$ cat config.mk
export PLATFORM = sky130hd
export DESIGN_NAME = uart_line_parser_flat
export DESIGN_NICKNAME = d
export VERILOG_FILES = /design/src/rtl/uart_line_parser_pkg.sv /design/src/rtl/uart_line_parser_if.sv /design/src/rtl/uart_line_parser_bcd4_to_bin.sv /design/src/rtl/uart_line_parser.sv /design/src/flat_wrapper.sv
export SDC_FILE = /design/constraint.sdc
export NUM_CORES = 1
export LEC_CHECK = 0
export ABC_CLOCK_PERIOD_IN_PS = 5800
export CAP_MARGIN = 40
export CORE_MARGIN = 2
export CORE_UTILIZATION = 30
export CTS_CLUSTER_SIZE = 12
export DETAILED_ROUTE_END_ITERATION = 16
export DONT_BUFFER_PORTS = 1
export GPL_ROUTABILITY_DRIVEN = 0
export PLACE_DENSITY = 0.47
export SLEW_MARGIN = 20
export SYNTH_ARGS = -nofsm -noshare
export SYNTH_HDL_FRONTEND = slang
export SYNTH_HIERARCHICAL = 1
export SYNTH_SLANG_ARGS = --single-unit
$ cat constraint.sdc
create_clock -name clk -period 5.8 [get_ports clk]
set_input_delay 0.87 -clock clk [delete_from_list [all_inputs] [get_ports clk]]
set_output_delay 0.87 -clock clk [all_outputs]
set_load 0.05 [all_outputs]
$ cat src/rtl/uart_line_parser_pkg.sv
// rtl/uart_line_parser_pkg.sv - shared constants, FSM encoding and byte classification
package uart_line_pkg;

    localparam logic [7:0] ASCII_CR    = 8'h0D;
    localparam logic [7:0] ASCII_LF    = 8'h0A;
    localparam logic [7:0] ASCII_BS    = 8'h08;
    localparam logic [7:0] ASCII_DEL   = 8'h7F;
    localparam logic [7:0] ASCII_SPACE = 8'h20;
    localparam logic [7:0] ASCII_0     = 8'h30;
    localparam logic [7:0] ASCII_9     = 8'h39;

    localparam int MAX_DIGITS = 4;

    typedef enum logic [2:0] {
        ST_IDLE   = 3'd0,
        ST_DECODE = 3'd1,
        ST_CONV   = 3'd2,
        ST_ECHO   = 3'd3,
        ST_TX_GAP = 3'd4
    } state_e;

    function automatic logic is_digit(input logic [7:0] b);
        return (b >= ASCII_0) && (b <= ASCII_9);
    endfunction

    function automatic logic is_backspace(input logic [7:0] b);
        return (b == ASCII_BS) || (b == ASCII_DEL);
    endfunction

    function automatic logic is_enter(input logic [7:0] b);
        return (b == ASCII_CR) || (b == ASCII_LF);
    endfunction

endpackage

$ cat src/rtl/uart_line_parser_if.sv
// rtl/uart_line_parser_if.sv - uart register-port bundle between parser and uart
interface uart_line_parser_if;
    logic [7:0] rx_data;
    logic       rx_valid;
    logic       rx_re;
    logic       tx_busy;
    logic [7:0] tx_data;
    logic       tx_we;

    // master is the parser side, slave is the uart side
    modport master (input rx_data, rx_valid, tx_busy, output rx_re, tx_data, tx_we);
    modport slave  (output rx_data, rx_valid, tx_busy, input rx_re, tx_data, tx_we);
endinterface

$ cat src/rtl/uart_line_parser_bcd4_to_bin.sv
// rtl/uart_line_parser_bcd4_to_bin.sv - iterative 4-digit BCD to binary, one digit per cycle, MSD first
module bcd4_to_bin (
    input  logic        clk,
    input  logic        rst,
    input  logic        start_i,
    input  logic [15:0] bcd_i,
    output logic        done_o,
    output logic [15:0] result_o
);
    logic [15:0] acc_q, acc_d;
    logic [15:0] shreg_q, shreg_d;
    logic [1:0]  step_q, step_d;
    logic        run_q, run_d;
    logic [15:0] acc_next;

    // max 999*10+9 fits in 16 bits, so no widening is needed
    assign acc_next = (acc_q * 16'd10) + {12'd0, shreg_q[15:12]};
    assign done_o   = run_q && (step_q == 2'd3);
    assign result_o = acc_next;

    always_comb begin
        acc_d   = acc_q;
        shreg_d = shreg_q;
        step_d  = step_q;
        run_d   = run_q;
        if (start_i) begin
            acc_d   = 16'd0;
            shreg_d = bcd_i;
            step_d  = 2'd0;
            run_d   = 1'b1;
        end else if (run_q) begin
            acc_d   = acc_next;
            shreg_d = {shreg_q[11:0], 4'h0};
            step_d  = step_q + 2'd1;
            run_d   = (step_q != 2'd3);
        end
    end

    always_ff @(posedge clk) begin
        if (rst) begin
            acc_q   <= 16'd0;
            shreg_q <= 16'd0;
            step_q  <= 2'd0;
            run_q   <= 1'b0;
        end else begin
            acc_q   <= acc_d;
            shreg_q <= shreg_d;
            step_q  <= step_d;
            run_q   <= run_d;
        end
    end
endmodule

$ cat src/rtl/uart_line_parser.sv
// rtl/uart_line_parser.sv - keystroke line editor: collects up to 4 decimal digits, echoes, converts on Enter
module uart_line_parser
    import uart_line_pkg::*;
#(
    parameter bit ECHO_EN = 1'b1
) (
    input  logic                       clk,
    input  logic                       rst,
    uart_line_parser_if.master         uart,
    output logic [15:0]                bcd_disp,
    output logic [2:0]                 digit_cnt,
    output logic [15:0]                num_out,
    output logic                       num_valid,
    output logic                       ovf_err,
    output logic                       busy
);
    state_e state_q, state_d;

    logic [7:0]       rx_byte_q, rx_byte_d;
    logic [15:0]      bcd_q, bcd_d;
    logic [2:0]       cnt_q, cnt_d;
    logic             ovf_q, ovf_d;
    logic [15:0]      num_q, num_d;
    logic             num_valid_q, num_valid_d;
    logic [3:0][7:0]  echo_q, echo_d;
    logic [1:0]       echo_len_q, echo_len_d;
    logic [1:0]       echo_idx_q, echo_idx_d;
    logic [7:0]       tx_data_q, tx_data_d;

    logic        dig, bksp, enter, has_room, has_digits;
    logic        conv_start, conv_done;
    logic [15:0] conv_result;
    logic        rx_re_c, tx_we_c, busy_c;
    state_e      echo_or_idle;

    assign dig          = is_digit(rx_byte_q);
    assign bksp         = is_backspace(rx_byte_q);
    assign enter        = is_enter(rx_byte_q);
    assign has_room     = cnt_q < 3'(MAX_DIGITS);
    assign has_digits   = cnt_q != 3'd0;
    assign echo_or_idle = ECHO_EN ? ST_ECHO : ST_IDLE;

    bcd4_to_bin u_conv (
        .clk      (clk),
        .rst      (rst),
        .start_i  (conv_start),
        .bcd_i    (bcd_q),
        .done_o   (conv_done),
        .result_o (conv_result)
    );

    always_ff @(posedge clk) begin
        if (rst) state_q <= ST_IDLE;
        else     state_q <= state_d;
    end

    always_comb begin
        state_d = state_q;
        case (state_q)
            ST_IDLE:   if (uart.rx_valid) state_d = ST_DECODE;
            ST_DECODE: begin
                state_d = ST_IDLE;
                if ((dig && has_room) || (bksp && has_digits)) state_d = echo_or_idle;
                else if (enter) state_d = has_digits ? ST_CONV : echo_or_idle;
            end
            ST_CONV:   if (conv_done) state_d = echo_or_idle;
            ST_ECHO:   if (!uart.tx_busy) state_d = ST_TX_GAP;
            ST_TX_GAP: state_d = (echo_idx_q < echo_len_q) ? ST_ECHO : ST_IDLE;
            default:   state_d = ST_IDLE;
        endcase
    end

    always_comb begin
        rx_re_c    = (state_q == ST_DECODE);
        tx_we_c    = (state_q == ST_TX_GAP);
        busy_c     = (state_q != ST_IDLE);
        conv_start = (state_q == ST_DECODE) && enter && has_digits;
    end

    always_comb begin
        rx_byte_d   = rx_byte_q;
        bcd_d       = bcd_q;
        cnt_d       = cnt_q;
        ovf_d       = ovf_q;
        num_d       = num_q;
        num_valid_d = 1'b0;
        echo_d      = echo_q;
        echo_len_d  = echo_len_q;
        echo_idx_d  = echo_idx_q;
        tx_data_d   = tx_data_q;
        case (state_q)
            ST_IDLE: if (uart.rx_valid) rx_byte_d = uart.rx_data;
            ST_DECODE: begin
                if (dig && has_room) begin
                    bcd_d      = {bcd_q[11:0], rx_byte_q[3:0]};
                    cnt_d      = cnt_q + 3'd1;
                    echo_d[0]  = rx_byte_q;
                    echo_len_d = 2'd1;
                    echo_idx_d = 2'd0;
                end else if (dig) begin
                    ovf_d = 1'b1;
                end else if (bksp && has_digits) begin
                    bcd_d      = {4'h0, bcd_q[15:4]};
                    cnt_d      = cnt_q - 3'd1;
                    echo_d[0]  = ASCII_BS;
                    echo_d[1]  = ASCII_SPACE;
                    echo_d[2]  = ASCII_BS;
                    echo_len_d = 2'd3;
                    echo_idx_d = 2'd0;
                end else if (enter) begin
                    echo_d[0]  = ASCII_CR;
                    echo_d[1]  = ASCII_LF;
                    echo_len_d = 2'd2;
                    echo_idx_d = 2'd0;
                end
            end
            ST_CONV: if (conv_done) begin
                num_d       = conv_result;
                bcd_d       = 16'd0;
                cnt_d       = 3'd0;
                ovf_d       = 1'b0;
                num_valid_d = 1'b1;
            end
            ST_ECHO: if (!uart.tx_busy) begin
                tx_data_d  = echo_q[echo_idx_q];
                echo_idx_d = echo_idx_q + 2'd1;
            end
            default: ;
        endcase
    end

    always_ff @(posedge clk) begin
        if (rst) begin
            rx_byte_q   <= 8'd0;
            bcd_q       <= 16'd0;
            cnt_q       <= 3'd0;
            ovf_q       <= 1'b0;
            num_q       <= 16'd0;
            num_valid_q <= 1'b0;
            echo_q      <= '0;
            echo_len_q  <= 2'd0;
            echo_idx_q  <= 2'd0;
            tx_data_q   <= 8'd0;
        end else begin
            rx_byte_q   <= rx_byte_d;
            bcd_q       <= bcd_d;
            cnt_q       <= cnt_d;
            ovf_q       <= ovf_d;
            num_q       <= num_d;
            num_valid_q <= num_valid_d;
            echo_q      <= echo_d;
            echo_len_q  <= echo_len_d;
            echo_idx_q  <= echo_idx_d;
            tx_data_q   <= tx_data_d;
        end
    end

    assign uart.rx_re   = rx_re_c;
    assign uart.tx_we   = tx_we_c;
    assign uart.tx_data = tx_data_q;
    assign bcd_disp     = bcd_q;
    assign digit_cnt    = cnt_q;
    assign num_out      = num_q;
    assign num_valid    = num_valid_q;
    assign ovf_err      = ovf_q;
    assign busy         = busy_c;
endmodule

$ cat src/flat_wrapper.sv
// flat-port wrapper written by rule: the top's interface ports become plain ports
module uart_line_parser_flat import uart_line_pkg::*;
#(
    parameter bit ECHO_EN = 1'b1
)
  (clk, rst, bcd_disp, digit_cnt, num_out, num_valid, ovf_err, busy, uart_rx_data, uart_rx_valid, uart_tx_busy, uart_rx_re, uart_tx_data, uart_tx_we);
  uart_line_parser_if uart_i ();
  input  logic clk;
  input  logic rst;
  output logic [15:0] bcd_disp;
  output logic [2:0] digit_cnt;
  output logic [15:0] num_out;
  output logic num_valid;
  output logic ovf_err;
  output logic busy;
  input wire logic [$bits(uart_i.rx_data)-1:0] uart_rx_data;
  input wire logic [$bits(uart_i.rx_valid)-1:0] uart_rx_valid;
  input wire logic [$bits(uart_i.tx_busy)-1:0] uart_tx_busy;
  output wire logic [$bits(uart_i.rx_re)-1:0] uart_rx_re;
  output wire logic [$bits(uart_i.tx_data)-1:0] uart_tx_data;
  output wire logic [$bits(uart_i.tx_we)-1:0] uart_tx_we;
  assign uart_i.rx_data = uart_rx_data;
  assign uart_i.rx_valid = uart_rx_valid;
  assign uart_i.tx_busy = uart_tx_busy;
  assign uart_rx_re = uart_i.rx_re;
  assign uart_tx_data = uart_i.tx_data;
  assign uart_tx_we = uart_i.tx_we;
  uart_line_parser #(.ECHO_EN(ECHO_EN)) u_core (.clk(clk), .rst(rst), .uart(uart_i), .bcd_disp(bcd_disp), .digit_cnt(digit_cnt), .num_out(num_out), .num_valid(num_valid), .ovf_err(ovf_err), .busy(busy));
endmodule
### Word-level counts from Yosys, hierarchy flattened

Index checks and enable logic that the tools add are counted.

| operators by class | value |
|---|---|
| $add $sub $neg | 5 |
| multipliers | 1 |
| $lt $le $gt $ge | 5 |
| equal/unequal tests | 19 |
| multiplexer cells | 43 |
| bitwise logic cells | 4 |
| reductions and logical operators | 29 |

Operators with widths:

| kind | number |
|---|---|
| 16-bit two-way mux | 8 |
| 16-bit one-hot mux with 2 select lines | 1 |
| 3-bit two-way mux | 9 |
| 8-bit by 4-bit == test with 1-bit output (second input constant) | 3 |
| 8-bit two-way mux | 3 |
| 2-bit two-way mux | 10 |
| 4-bit AND reduction | 5 |
| 16-bit by 4-bit adder with 16-bit output | 1 |
| 8-bit binary-select mux with 2-bit select | 1 |
| 16-bit by 3-bit multiplier with 15-bit output (second input constant) | 1 |
| 3-bit one-hot mux with 5 select lines | 1 |
| 2-bit inequality test (second input constant) | 5 |
| 3-bit nonzero test | 3 |
| 8-bit by 7-bit == test with 1-bit output (second input constant) | 1 |
| 8-bit by 6-bit greater-or-equal comparator with 1-bit output (second input constant) | 1 |
| 8-bit by 6-bit less-or-equal comparator with 1-bit output (second input constant) | 1 |
| 2-bit nonzero test | 4 |
| 1-bit two-way mux | 7 |
| 3-bit by 2-bit == test with 1-bit output (second input constant) | 2 |
| 1-bit logical AND | 6 |
| 3-bit one-hot mux with 2 select lines | 1 |
| 2-bit AND reduction | 3 |
| 3-bit AND reduction | 2 |
| 2-bit by 1-bit adder with 2-bit output (second input constant) | 2 |
| other kinds (18) | 25 |

| word-level totals | value |
|---|---|
| register bits | 112 |
| input bits | 12 |
| word-level logic and storage cells | 123 |

### Logic depth before layout (Yosys ltp)

| logic depth | value |
|---|---|
| depth in word-level cells | 7 |
| depth in mapped cells | 12 |
| depth with buffers taken out | 12 |

### Modules after synthesis

The synthesis kept the hierarchy.

By module, submodules not included:

| module | times used | cells an instance | area each (µm²) | seq. area each (µm²) |
|---|---|---|---|---|
| uart_line_parser | 1 | 372 | 3,011.6 | 1,421.4 |
| bcd4_to_bin | 1 | 278 | 2,373.5 | 680.7 |

### Worst setup path before layout

OpenSTA, ideal clock, no wires.

| timing path | value |
|---|---|
| path kind | reg2reg |
| start point | reg u_core.u_conv.acc_q[1] |
| end point | reg u_core.num_q[15] (netlist: u_core/num_out[15]) |
| library setup time | 70 ps |
| arrival time | 2,768 ps |
| data required time | 5,730 ps |
| setup slack | 2,961 ps |
| stages on the path, launching flop included | 13 |
| path buffers | 0 |
| cell sequence | dfxtp_1 -> ha_1 -> ha_1 -> fa_1 -> a21o_2 -> a21oi_1 -> xnor2_1 -> nand3_2 -> nor4_2 -> nand4_1 -> xnor2_1 -> nand2_1 -> a21oi_1 |

| on the way | value |
|---|---|
| word-level cells in the longest chain between the ends | 2 |

RTL lines:

| item | line | text |
|---|---|---|
| start: declaration | uart_line_parser_bcd4_to_bin.sv:10 | `logic [15:0] acc_q, acc_d;` |
| start signal: assignment | uart_line_parser_bcd4_to_bin.sv:41 | `acc_q <= 16'd0;` |
| start signal: assignment | uart_line_parser_bcd4_to_bin.sv:46 | `acc_q <= acc_d;` |
| 16-bit by 3-bit multiplier with 15-bit output | uart_line_parser_bcd4_to_bin.sv:17 | `assign acc_next = (acc_q * 16'd10) + {12'd0, shreg_q[15:12]};` |
| 16-bit by 4-bit adder with 16-bit output | uart_line_parser_bcd4_to_bin.sv:17 |  |
| named net u_core.conv_result[15] | uart_line_parser.sv:32 | `logic [15:0] conv_result;` |
| end signal: assignment | uart_line_parser.sv:149 | `num_q <= num_d;` |
| end: declaration | uart_line_parser.sv:23 | `logic [15:0] num_q, num_d;` |

The timed path passes the listed nets, and every way through them passes these cells.
A chain may end at the register's enable or synchronous reset.

### Final worst setup path

Same ends and word-level chain as after synthesis.

==> results.py <==
metrics = {
    "synth": {
        "synth_cell_types": 65,
        "synth_edf_count": 0,
        "synth_flop_cell": "dfxtp_1",
        "yosysTopAreaCell": "dfxtp_1",
        "synthTopCellsByCount": "105 x dfxtp_1, 87 x a21oi_1, 77 x nand2_1, 62 x nor2_1, 38 x clkbuf_1",
        "syn_area_mm2": 0.00539,
        "postSynthAreaPerCell_um2": 8.28,
        "ys_seq_area_frac": 0.390,
        "synth_top_cell_area_share": 0.390,
        "yosysWarnings": 6,
        "synth_seq_cells": 105,
        "synth.top_cells.by_area": "dfxtp_1 39%, a21oi_1 8.1%, ha_1 6.5%, nand2_1 5.4%, mux2i_1 5.0%",
        "syn_nets": 693,
        "synthArstFlopShare": 0,
        "syn_inst": 650,
        "synth_most_common_cell": "dfxtp_1",
    },
    "sta": {
        "max_freq_ghz": 0.316,
        "setup_tns_ps": 0,
        "post-route-min-period_ps": 3160,
        "finalClockSkew_ps": 11.5,
        "finalSetupViolCount": 0,
        "maxSlewHeadroom": 0.403,
        "worst-slew-pin-transition_ps": 892,
        "holdWs_ps": 449,
        "finalCritPeriodShare": 0.545,
        "finalMaxSlewViolations": 0,
        "rsz0062_at_grt": "false",
        "hold_viol_final": 0,
    },
    "cts": {
        "clock_sink_count": 105,
        "cts_tree": "done",
        "cts_inserted_buffers": 9,
        "hold_buffers": 0,
        "root_buffer": "clkbuf_16",
        "clkLatencyLatePin_ps": 350,
        "clk_path_buf_depth": 2,
        "post_cts_buffers": 0,
        "post_cts_resized": 0,
        "cts-htree-levels": 3,
        "clk_pin_slew_worst_paths_ps": 70,
    },
    "cells_and_area": {
        "final_util": 0.338,
        "n_antenna_cell": 0,
        "synthToLayoutAreaGrowth_pct": 9.43,
        "nNetsFinal": 666,
        "drive_above_1_share": 0.0621,
        "fin_area_mm2": 0.00589,
    },
    "global_routing": {
        "use_met2": 0.236,
        "grt_pass1_vias": 4204,
        "antenna_found_initial": 0,
        "grt_max_degree": 83,
        "grt_pass1_wl_mm": 22.3,
        "grtUsageMet3": 0.0515,
        "grtUsageMet1": 0.196,
        "globalRoute.busiestLayer": "met2",
        "grt_usage": 0.151,
        "grt_overflow": 0,
    },
    "setup_path": {
        "crit_path_cell_trace": "ha_1 > ha_1 > fa_1 > a211oi_1 > o21ai_1 > xor2_1 > nand2_2 > nor4_2 > nand4_1 > xnor2_1 > nand2_1 > a21oi_1",
        "reg2reg_depth": 12,
        "path_buf_inv": 0,
        "cp_top_family": "adder cells",
        "crit_top_cell": "ha_1",
        "reg2reg_from": "u_core/u_conv/acc_q[1]",
        "r2r_end": "u_core/num_out[15]",
        "crit_slowest_cell": "fa_1",
        "worstSetupEndpointType": "flip-flop",
        "crit_arrival_ps": 3440,
        "critical_path_class": "reg2reg",
        "worstPathRequired_ps": 6080,
        "startpoint_type": "flip-flop",
        "cpPeakStageDelay_ps": 440,
        "r2r_setup_slack_ps": 2640,
        "cp_max_fo": 4,
    },
    "power_and_ir_drop": {
        "peakVddDrop_uv": 147,
        "leakage_nw": 2.22,
        "power.total_w": 0.00143,
        "power_density_mw_per_mm2": 243,
    },
    "detailed_routing": {
        "via_count": 4439,
        "wire_per_inst_um": 16.3,
        "wl_mm": 13.9,
        "vias_per_cell": 5.20,
        "first_iter_violations": 329,
        "dr.pass1.iters": 4,
        "ant_nets": 0,
        "drc": 0,
    },
    "placed_design": {
        "placed_area_mm2": 0.00555,
        "numPortBuffers": 0,
        "place_hpwl_mm": 9.84,
    },
    "floorplan": {
        "fp.dieH_um": 138,
        "dieArea_mm2": 0.0190,
        "rows": 48,
        "die_w_um": 138,
        "initial_core_util": 0.309,
        "io_pins": 60,
        "core-area_mm2": 0.0174,
    },
    "run": {
        "cap_violations": 0,
    },
    "hold_path": {
        "min-delay-start": "u_core/echo_q[19]",
        "whs_path_depth": 2,
        "hold_end": "u_core/echo_q[19]",
        "hp-class": "reg2reg",
    },
    "status": {
        "outcome": "finished, final reports clean",
    },
}
## report_power, final
part	switching [W]	internal [W]	leakage [nW]
registers	0.00000938	0.000725	0.847
clock network	0.000279	0.000380	0.145
logic	0.0000256	0.0000118	1.23
total	0.000314	0.00112	2.22
## tightest hold or removal path, delay by kind of cell, from the launching register on
family	cells	cell delay, ps
compound gates	1	50
flops	1	310
buf+inv	1	50
## cell type report
cell class	instances	area [µm²]
Clock buffer	10	229
Clock inverter	6	91.3
Fill cell	1848	11500
Inverter	21	78.8
Multi-Input combinational cell	480	3050
Sequential cell	105	2100
Tap cell	225	282
Timing Repair Buffer	6	61.3
## registers in the layout, summed over array words and instances, names as in the netlist, 2 cells and up
register               cells
u_core/state_q             3
u_core/echo_idx_q          2
u_core/u_conv/shreg_q     16
u_core/digit_cnt           3
u_core/echo_len_q          2
u_core/num_out            16
u_core/u_conv/step_q       2
u_core/uart.tx_data        8
u_core/u_conv/acc_q       15
u_core/bcd_disp           16
u_core/echo_q             11
u_core/rx_byte_q           8
## cells by family after synthesis
group	Yosys count	synth area share
xor+xnor	23	0.0388
fa+ha+maj	31	0.0762
buf+inv	65	0.0465
mux	27	0.0502
simple gates	231	0.204
compound gates	168	0.194
flops	105	0.390
## per-layer routing
metal | share of wire | vias up
li1 | - | 2250
met5 | 0 | -
met2 | 0.45 | 88
met3 | 0.071 | 14
met1 | 0.47 | 2087
met4 | 0.014 | 0
## worst max-delay path by stage
stage / cells after the start / end / start / slack [ps]
detailed placement: 12 / u_core/num_out[15] / u_core/u_conv/acc_q[1] / 2680
global route: 12 / u_core/num_out[15] / u_core/u_conv/acc_q[1] / 2350
global placement: 12 / u_core/num_out[15] / u_core/u_conv/acc_q[1] / 2740
floorplan: 12 / u_core/num_out[15] / u_core/u_conv/acc_q[1] / 2960
finish: 12 / u_core/num_out[15] / u_core/u_conv/acc_q[1] / 2640
CTS: 12 / u_core/num_out[15] / u_core/u_conv/acc_q[1] / 2630
## metrics by stage
step / cells / setup slack [ps]
after floorplan: 650 / 2960
after global placement: 833 / 2740
after detailed placement: 835 / 2680
after CTS: 851 / 2630
after global routing: 853 / 2350
final: 853 / 2640
## layout by cell type (no fill, tap or decap), types with 8 or more instances in the layout
master,n
nor2_1,62
clkbuf_16,9
ha_1,28
o211ai_1,8
xor2_1,9
inv_1,20
nand3_1,30
a211oi_1,8
a21oi_1,87
dfxtp_1,104
nor3_1,13
nand2_1,77
mux2i_1,27
xnor2_1,13
a22oi_1,9
o21ai_0,13
(Power assumes the default switching activity.)
